### src/rtl/to_unsigned_buf_pkg.sv
// Shared sample-format definitions for the codec data paths: silence code and the
// signed <-> unsigned code mapping used on both the ADC and DAC sides.
package to_unsigned_buf_pkg;

  localparam int SAMPLE_W = 16;
  localparam logic [SAMPLE_W-1:0] SILENCE_CODE = 16'h8000;

  // Signed sample -> unsigned DAC code; negative samples fold onto the lower half.
  function automatic logic [SAMPLE_W-1:0] map_s2u(input logic signed [SAMPLE_W-1:0] s);
    logic [SAMPLE_W-1:0] o;
    o[SAMPLE_W-1]   = ~s[SAMPLE_W-1];
    o[SAMPLE_W-2:0] = s[SAMPLE_W-1] ? ~s[SAMPLE_W-2:0] : s[SAMPLE_W-2:0];
    return o;
  endfunction

  function automatic logic signed [SAMPLE_W-1:0] map_u2s(input logic [SAMPLE_W-1:0] u);
    logic signed [SAMPLE_W-1:0] s;
    s[SAMPLE_W-1]   = ~u[SAMPLE_W-1];
    s[SAMPLE_W-2:0] = u[SAMPLE_W-1] ? u[SAMPLE_W-2:0] : ~u[SAMPLE_W-2:0];
    return s;
  endfunction

endpackage

### src/rtl/to_unsigned_buf_if.sv
// Bus between the DSP output / DAC serializer side (master) and the return buffer (slave).
interface to_unsigned_buf_if import to_unsigned_buf_pkg::*; #(
  parameter int DEPTH = 8
) ();
  localparam int AW = $clog2(DEPTH);

  logic                        we;
  logic signed [SAMPLE_W-1:0]  i_data;
  logic                        req;
  logic                        clr;
  logic [SAMPLE_W-1:0]         o_data;
  logic                        re;
  logic                        full;
  logic                        empty;
  logic [AW:0]                 level;
  logic                        ovf;
  logic                        udr;

  modport master (
    output we, i_data, req, clr,
    input  o_data, re, full, empty, level, ovf, udr
  );

  modport slave (
    input  we, i_data, req, clr,
    output o_data, re, full, empty, level, ovf, udr
  );
endinterface

### src/rtl/to_unsigned_buf_sync_fifo.sv
// Generic DEPTH x DATA_W register FIFO with registered level/full/empty.
// The caller must not read when empty nor write when full without a same-cycle read.
module to_unsigned_buf_sync_fifo #(
  parameter int DEPTH  = 8,
  parameter int DATA_W = 16
) (
  input  logic                       clk,
  input  logic                       rst_n,
  input  logic                       wr_en_i,
  input  logic [DATA_W-1:0]          wr_data_i,
  input  logic                       rd_en_i,
  output logic [DATA_W-1:0]          rd_data_o,
  output logic                       full_o,
  output logic                       empty_o,
  output logic [$clog2(DEPTH):0]     level_o
);
  localparam int AW = $clog2(DEPTH);

  logic [DATA_W-1:0] mem_q [DEPTH];
  logic [AW-1:0]     wptr_q, rptr_q;
  logic [AW:0]       level_q, level_d;
  logic              full_q, empty_q;

  always_comb begin
    level_d = level_q + {{AW{1'b0}}, wr_en_i} - {{AW{1'b0}}, rd_en_i};
  end

  always_ff @(posedge clk) begin
    if (!rst_n) begin
      wptr_q  <= '0;
      rptr_q  <= '0;
      level_q <= '0;
      full_q  <= 1'b0;
      empty_q <= 1'b1;
    end else begin
      if (wr_en_i) wptr_q <= wptr_q + 1'b1;
      if (rd_en_i) rptr_q <= rptr_q + 1'b1;
      level_q <= level_d;
      full_q  <= (level_d == (AW+1)'(DEPTH));
      empty_q <= (level_d == '0);
    end
  end

  // Storage is data only and carries no reset.
  always_ff @(posedge clk) begin
    if (wr_en_i) mem_q[wptr_q] <= wr_data_i;
  end

  assign rd_data_o = mem_q[rptr_q];
  assign full_o    = full_q;
  assign empty_o   = empty_q;
  assign level_o   = level_q;

endmodule

### src/rtl/to_unsigned_buf.sv
// DAC return buffer: maps signed DSP samples to unsigned codes, queues them, and
// serves one code per serializer request with silence substitution on underrun.
module to_unsigned_buf import to_unsigned_buf_pkg::*; #(
  parameter int DEPTH = 8
) (
  input  logic              clk,
  input  logic              rst_n,
  to_unsigned_buf_if.slave  bus
);
  localparam int AW = $clog2(DEPTH);

  logic [SAMPLE_W-1:0] code;
  logic [SAMPLE_W-1:0] rd_data;
  logic                fifo_full, fifo_empty;
  logic [AW:0]         fifo_level;
  logic                do_wr, do_rd;

  logic [SAMPLE_W-1:0] o_data_q, o_data_d;
  logic                re_q, re_d;
  logic                ovf_q, ovf_d;
  logic                udr_q, udr_d;

  assign code  = map_s2u(bus.i_data);
  // A read on a full FIFO frees the slot the concurrent write lands in.
  assign do_rd = bus.req & ~fifo_empty;
  assign do_wr = bus.we & (~fifo_full | bus.req);

  to_unsigned_buf_sync_fifo #(
    .DEPTH  (DEPTH),
    .DATA_W (SAMPLE_W)
  ) u_fifo (
    .clk       (clk),
    .rst_n     (rst_n),
    .wr_en_i   (do_wr),
    .wr_data_i (code),
    .rd_en_i   (do_rd),
    .rd_data_o (rd_data),
    .full_o    (fifo_full),
    .empty_o   (fifo_empty),
    .level_o   (fifo_level)
  );

  always_comb begin
    o_data_d = o_data_q;
    if (bus.req) o_data_d = fifo_empty ? SILENCE_CODE : rd_data;
    re_d  = bus.req;
    ovf_d = (bus.we & fifo_full & ~bus.req) | (ovf_q & ~bus.clr);
    udr_d = (bus.req & fifo_empty) | (udr_q & ~bus.clr);
  end

  always_ff @(posedge clk) begin
    if (!rst_n) begin
      o_data_q <= SILENCE_CODE;
      re_q     <= 1'b0;
      ovf_q    <= 1'b0;
      udr_q    <= 1'b0;
    end else begin
      o_data_q <= o_data_d;
      re_q     <= re_d;
      ovf_q    <= ovf_d;
      udr_q    <= udr_d;
    end
  end

  assign bus.o_data = o_data_q;
  assign bus.re     = re_q;
  assign bus.full   = fifo_full;
  assign bus.empty  = fifo_empty;
  assign bus.level  = fifo_level;
  assign bus.ovf    = ovf_q;
  assign bus.udr    = udr_q;

endmodule

### src/flat_wrapper.sv
// flat-port wrapper written by rule: the top's interface ports become plain ports
module to_unsigned_buf_flat import to_unsigned_buf_pkg::*;
#(
  parameter int DEPTH = 8
)
  (clk, rst_n, bus_we, bus_i_data, bus_req, bus_clr, bus_o_data, bus_re, bus_full, bus_empty, bus_level, bus_ovf, bus_udr);
  to_unsigned_buf_if #(.DEPTH(DEPTH)) bus_i ();
  input  logic clk;
  input  logic rst_n;
  input wire logic [$bits(bus_i.we)-1:0] bus_we;
  input wire logic [$bits(bus_i.i_data)-1:0] bus_i_data;
  input wire logic [$bits(bus_i.req)-1:0] bus_req;
  input wire logic [$bits(bus_i.clr)-1:0] bus_clr;
  output wire logic [$bits(bus_i.o_data)-1:0] bus_o_data;
  output wire logic [$bits(bus_i.re)-1:0] bus_re;
  output wire logic [$bits(bus_i.full)-1:0] bus_full;
  output wire logic [$bits(bus_i.empty)-1:0] bus_empty;
  output wire logic [$bits(bus_i.level)-1:0] bus_level;
  output wire logic [$bits(bus_i.ovf)-1:0] bus_ovf;
  output wire logic [$bits(bus_i.udr)-1:0] bus_udr;
  assign bus_i.we = bus_we;
  assign bus_i.i_data = bus_i_data;
  assign bus_i.req = bus_req;
  assign bus_i.clr = bus_clr;
  assign bus_o_data = bus_i.o_data;
  assign bus_re = bus_i.re;
  assign bus_full = bus_i.full;
  assign bus_empty = bus_i.empty;
  assign bus_level = bus_i.level;
  assign bus_ovf = bus_i.ovf;
  assign bus_udr = bus_i.udr;
  to_unsigned_buf #(.DEPTH(DEPTH)) u_core (.clk(clk), .rst_n(rst_n), .bus(bus_i));
endmodule
### config.mk
export PLATFORM = sky130hd
export DESIGN_NAME = to_unsigned_buf_flat
export DESIGN_NICKNAME = d
export VERILOG_FILES = /design/src/rtl/to_unsigned_buf_pkg.sv /design/src/rtl/to_unsigned_buf_if.sv /design/src/rtl/to_unsigned_buf_sync_fifo.sv /design/src/rtl/to_unsigned_buf.sv /design/src/flat_wrapper.sv
export SDC_FILE = /design/constraint.sdc
export NUM_CORES = 1
export LEC_CHECK = 0
export BUFFER_PORTS_ARGS = -buffer_cell sky130_fd_sc_hd__buf_2
export CAP_MARGIN = 10
export CORE_MARGIN = 5
export CORE_UTILIZATION = 45
export CTS_BUF_LIST = sky130_fd_sc_hd__clkbuf_8
export CTS_CLUSTER_SIZE = 24
export DETAILED_ROUTE_END_ITERATION = 6
export MAX_ROUTING_LAYER = met4
export SLEW_MARGIN = 10
export SYNTH_ARGS = -nofsm -noshare
export SYNTH_HDL_FRONTEND = slang
export SYNTH_SLANG_ARGS = --single-unit
### constraint.sdc
create_clock -name clk -period 2.29 [get_ports clk]
set_input_delay 0 -clock clk [delete_from_list [all_inputs] [get_ports clk]]
set_output_delay 0 -clock clk [all_outputs]
set_load 0.005 [all_outputs]
# ---- Yosys cells after proc, flatten, opt, wreduce, memory -nomap -nowiden
# Memory sizes are Yosys's and may differ from the RTL's. A register that Yosys moved wholly into a read port is not among the register bits.
# Index checks and enable logic that the tools add are counted.
dict set report classes {
  n_bitwise 16
  eq_ne 1
  addsub 4
  n_reduce_logical 1
  n_mux 6
}
# cell n
set ops {}
lappend ops {{16-bit 2-to-1 mux} 1}
lappend ops {{15-bit 2-to-1 mux} 1}
lappend ops {{15-bit NOT} 1}
lappend ops {{1-bit bitwise AND} 7}
lappend ops {{3-bit by 1-bit adder with 3-bit output, second input constant} 2}
lappend ops {{3-bit 2-to-1 mux} 2}
lappend ops {{1-bit NOT} 5}
lappend ops {{4-bit by 1-bit adder with 4-bit output} 1}
lappend ops {{4-bit equality test, second input constant} 1}
lappend ops {{4-bit zero test} 1}
lappend ops {{4-bit by 1-bit subtractor with 4-bit output} 1}
lappend ops {{1-bit OR} 3}
lappend ops {{1-bit 2-to-1 mux} 2}
dict set report word_totals {
  ram_bits 128
  register_bits 31
  inputBits 21
  mem_count 1
}
# name depth width rd rd_clocked_by_memory_dff write_ports line
set mem_list {}
lappend mem_list {u_core.u_fifo.mem_q 8 16 1 1 1 to_unsigned_buf_sync_fifo.sv:19} ;# logic [DATA_W-1:0] mem_q [DEPTH];

# ---- Longest topological paths before layout
dict set report depth {
  ltp_word 6
  ltp_mapped 10
  ltp_nobuf 9
}

# ---- Cells and area by module
# Synthesis repeated with hierarchy kept, for this count alone.
dict set report hier_totals {
  hier_cells 360
  area_unflattened_um2 6551.3
}
# mod seq_area_each_um2 instances cells_per_inst area_each_um2
set by_module_without_submodules {}
lappend by_module_without_submodules {to_unsigned_buf_sync_fifo 4144.0 1 257 5584.1}
lappend by_module_without_submodules {to_unsigned_buf 380.4 1 103 967.2}

# ---- Worst setup path after synthesis
# OpenSTA, ideal clock, no wires.
dict set report synth_timing {
  path_type {register to register}
  start {register u_core.u_fifo.full_q, in the netlist u_core.u_fifo.full_o}
  end {memory u_core.u_fifo.mem_q[0][0], enable pin}
  arrival_time_ns 2.005
  n_path_buf 0
  synth_period_minus_slack_ns 2.415
  setup_time_ns 0.409
  path_stages_with_launch 5
  path_slack_ns -0.125
  path_cell_list {dfxtp_1 nand2b_1 nand2_1 or2_2 nor3_1}
}
dict set report synth_via {
  elab_chain_len 5
}
# item line
set synth_rtl {}
lappend synth_rtl {{start: declaration} to_unsigned_buf_sync_fifo.sv:22} ;# logic full_q, empty_q;
lappend synth_rtl {{start signal: assignment} to_unsigned_buf_sync_fifo.sv:39} ;# full_q <= (level_d == (AW+1)'(DEPTH));
lappend synth_rtl {{1-bit NOT} to_unsigned_buf.sv:26} ;# assign do_wr = bus.we & (~fifo_full | bus.req);
lappend synth_rtl {{1-bit OR} to_unsigned_buf.sv:26}
lappend synth_rtl {{1-bit bitwise AND} to_unsigned_buf.sv:26}
lappend synth_rtl {{1-bit 2-to-1 mux} to_unsigned_buf_sync_fifo.sv:46} ;# if (wr_en_i) mem_q[wptr_q] <= wr_data_i;
lappend synth_rtl {{1-bit 2-to-1 mux (implied by the code)} to_unsigned_buf_sync_fifo.sv:46}
lappend synth_rtl {{end: declaration} to_unsigned_buf_sync_fifo.sv:19}
# Every way passes these cells.

# ---- Final worst setup path
dict set report layout_timing {
  start {register u_core.u_fifo.full_q, in the netlist u_core.u_fifo.full_o}
  end {register u_core.u_fifo.empty_q, in the netlist u_core.u_fifo.empty_o}
}
dict set report layout_via {
  elab_chain_len 6
}
# item line
set layout_rtl {}
lappend layout_rtl {{1-bit NOT} to_unsigned_buf.sv:26}
lappend layout_rtl {{1-bit OR} to_unsigned_buf.sv:26}
lappend layout_rtl {{1-bit bitwise AND} to_unsigned_buf.sv:26}
lappend layout_rtl {{4-bit by 1-bit adder with 4-bit output} to_unsigned_buf_sync_fifo.sv:25} ;# level_d = level_q + {{AW{1'b0}}, wr_en_i} - {{AW{1'b0}}, rd_en_i};
lappend layout_rtl {{4-bit by 1-bit subtractor with 4-bit output} to_unsigned_buf_sync_fifo.sv:25}
lappend layout_rtl {{4-bit zero test} to_unsigned_buf_sync_fifo.sv:40} ;# empty_q <= (level_d == '0);
lappend layout_rtl {{end signal: assignment} to_unsigned_buf_sync_fifo.sv:40}
lappend layout_rtl {{end: declaration} to_unsigned_buf_sync_fifo.sv:22}
# Every way passes these cells.
# A chain may end at the register's enable or synchronous reset.

==> impl_results.md <==
- Top_reg_cell synth: edfxtp_1
- Final std cells w/o fill: 664
- Worst setup SP type: flip-flop
- Number of synthesized flops with an enable pin: 128
- CP Class: flip-flop to flip-flop
- Setup TNS: 0 ps
- Worst path required time: 2660 ps
- Setup violators final: 0
- Gr usage total: 17.1%
- PortBufs: 45
- Commonest non-fill, non-tap cells in the layout: 128 x edfxtp_1, 45 x buf_2, 33 x dfxtp_1
- Gr ovfl total: 0
- Clock period minus worst slack: 2170 ps
- Status: completed
- Post-CTS Resized: 0
- Max-cap violations: 0
- H-tree depth: 4
- Initial DRC count: 326
- Final GP Congestion: 0.716
- Core Area: 13,900 sq um
- P per Cell Area: 946 nW/um^2
- Peak supply drop: 0.000347 V
- Synth unique cells: 40
- Vias in the first global route: 3,547
- Slowest stage cell on the critical path: fa_1
- Site Rows: 43
- DRC: 0
- Final hold viol count: 0
- CP Max Fanout: 4
- Hold_buf cts: 19
- Vias per cell: 5.25
- Finished Core Util: 53.7%
- Fmax: 0.461 GHz
- Initial antenna violation count: 0
- Seq cells post-synth: 162
- Final slew viol count: 0
- Die Ht: 129 um
- DRT Wirelength: 12,800 um
- Total power: 7.07 mW
- Syn-to-layout area delta: 16.8%
- Maximum root-to-sink buffer count: 2
- Via count: 3,489
- Final Skew: 10.3 ps
- Synth area leaders: edfxtp_1 60%, dfxtp_1 11%, mux2i_1 5.0%
- Most common cell after layout, fill and taps aside: edfxtp_1
- CP endpoint kind: flip-flop
- Syn Inst Count: 390
- Width of the die: 129 um
- Initial Utilization: 46.0%
- # Post-CTS Setup Buffers: 0
- Layout cells sized above 1: 23.8%
- Post-synth top area cell: edfxtp_1
- WP data arrival: 2540 ps
- Largest net degree at the start of global routing: 50
- Routed WL per cell: 19.2 um
- Antenna Nets Post-Route: 0
- Period Utilization, post-route: 94.7%
- Drt pass-1 iters: 4
- Clk_lat worst skew: 440 ps
- RSZ-0062 raised after global routing: no
- Nets: 499
- Hold Path Class: input pin to flip-flop
- TritonCTS clock tree: done
- Static leakage: 2.62 nW
- Diode count: 0
- Full die area: 16,700 sq um
- Clk slew on worst S/H paths: 80 ps
- Syn_area_per_cell: 16.4 sq um
- Worst-path cell chain: nand2b_1 -> nand2_1 -> ha_1 -> inv_1 -> ha_1 -> fa_1 -> xor2_1 -> or3_1 -> a21oi_1
- Dpl hpwl: 7320 um
- First-pass GRT wire length: 20,200 um
- Placed Cells: 613
- Max incr delay on CP: 380 ps
- Worst path most repeated cell: ha_1
- Mapped Area: 6400 sq um
- Number of buffers created by CTS: 17
- Worst rel slew slack: 39.4%
- Slew of the pin with the lowest slew margin: 908 ps
- Ports: 46
- Top-area cell type share of the netlist area: 60.0%
- Ys async rst share: 0%
- Syn nets: 418
- Seq/Total Area, Yosys: 70.7%
- Yosys warns: 0
- CTS Sinks: 162
- Root Buffer: clkbuf_8
-- logic make-up after synthesis --
| kind of cell | count (synthesis) | share of synthesized area, % |
|---|---|---|
| compound gates | 49 | 5.10 |
| xor+xnor | 20 | 2.74 |
| fa+ha+maj | 7 | 1.48 |
| buf+inv | 30 | 3.05 |
| flops | 162 | 70.7 |
| mux | 50 | 10.9 |
| simple gates | 72 | 6.06 |
-- per-stage QoR --
stage                     worst slack (ps)  hold slack [ps]  area (sq um)
after floorplan                        150              160          6410
final                                  121              287          7480
after global routing                  1.24              289          7480
after detailed placement               169              319          6860
after global placement                 221              316          6860
after CTS                              143              254          7480
-- synth_stat cells (5+ instances only) --
master and count:
o211ai_1 7, xor2_1 19, nand2b_1 26, nand2_1 7, and2_1 5, dfxtp_1 34
nor2_1 15, a22oi_1 17, a21oi_1 19, edfxtp_1 128, inv_1 7, mux2i_1 32
clkbuf_1 7, ha_1 6, mux4_2 13, nand3_1 11
-- sequential cells by signal, indices dropped and copies added, names as in the netlist, named ones only --
name,cells
u_core.u_fifo.empty_o,1
u_core.u_fifo.wptr_q,3
u_core.bus.ovf,1
u_core.u_fifo.level_o,4
u_core.bus.o_data,16
u_core.u_fifo.rptr_q,3
u_core.u_fifo.mem_q,128
u_core.bus.re,1
u_core.bus.udr,1
u_core.u_fifo.full_o,1
-- critical path: cells and delay by family (launching register included) --
kind                       cells  cell delay [ps]
and+or+nand+nor                3              530
buffers and inverters          1               40
AOI/OAI and AO/OA              1              160
DFF                            1              310
xor gates and xnor gates       1              200
adders and majority gates      3              870
-- final timing paths --
path | from | depth (start not counted) | endpoint | slack [ps]
worst max-delay path | u_core.u_fifo.full_o | 9 | u_core.u_fifo.empty_o | 120
worst min-delay path | bus_i_data[15] | 2 | u_core.u_fifo.mem_q[4][15] | 290
worst max register to register | u_core.u_fifo.full_o | 9 | u_core.u_fifo.empty_o | 120
worst min register to register | u_core.bus.o_data[5] | 2 | u_core.bus.o_data[5] | 470
-- where the power goes --
part,switching [mW],leakage (nW),internal (mW),total (mW)
sequential,0.109,1.44,3.44,3.55
clock,0.981,0.215,1.18,2.16
combinational,0.731,0.961,0.633,1.36
-- per-layer routing --
metal	routed length [um]	global-route usage (%)	vias up	share of wire, %
met5	0	-	-	0
met4	180	5.99	0	1.4
met3	696	4.41	14	5.5
met2	6000	25.1	84	47
met1	5880	23.2	1755	46
li1	-	-	1636	-
-- final cells by class --
| class | instances | area, sq um |
|---|---|---|
| multi-input cells | 198 | 1690 |
| repair buffers | 84 | 578 |
| inverters | 8 | 30.0 |
| clock inverters | 11 | 136 |
| flip-flops and latches | 162 | 4530 |
| well taps | 180 | 225 |
| clock buffers | 21 | 289 |
| fillers | 1132 | 6460 |
No activity file was read; power rests on OpenSTA's default activity.
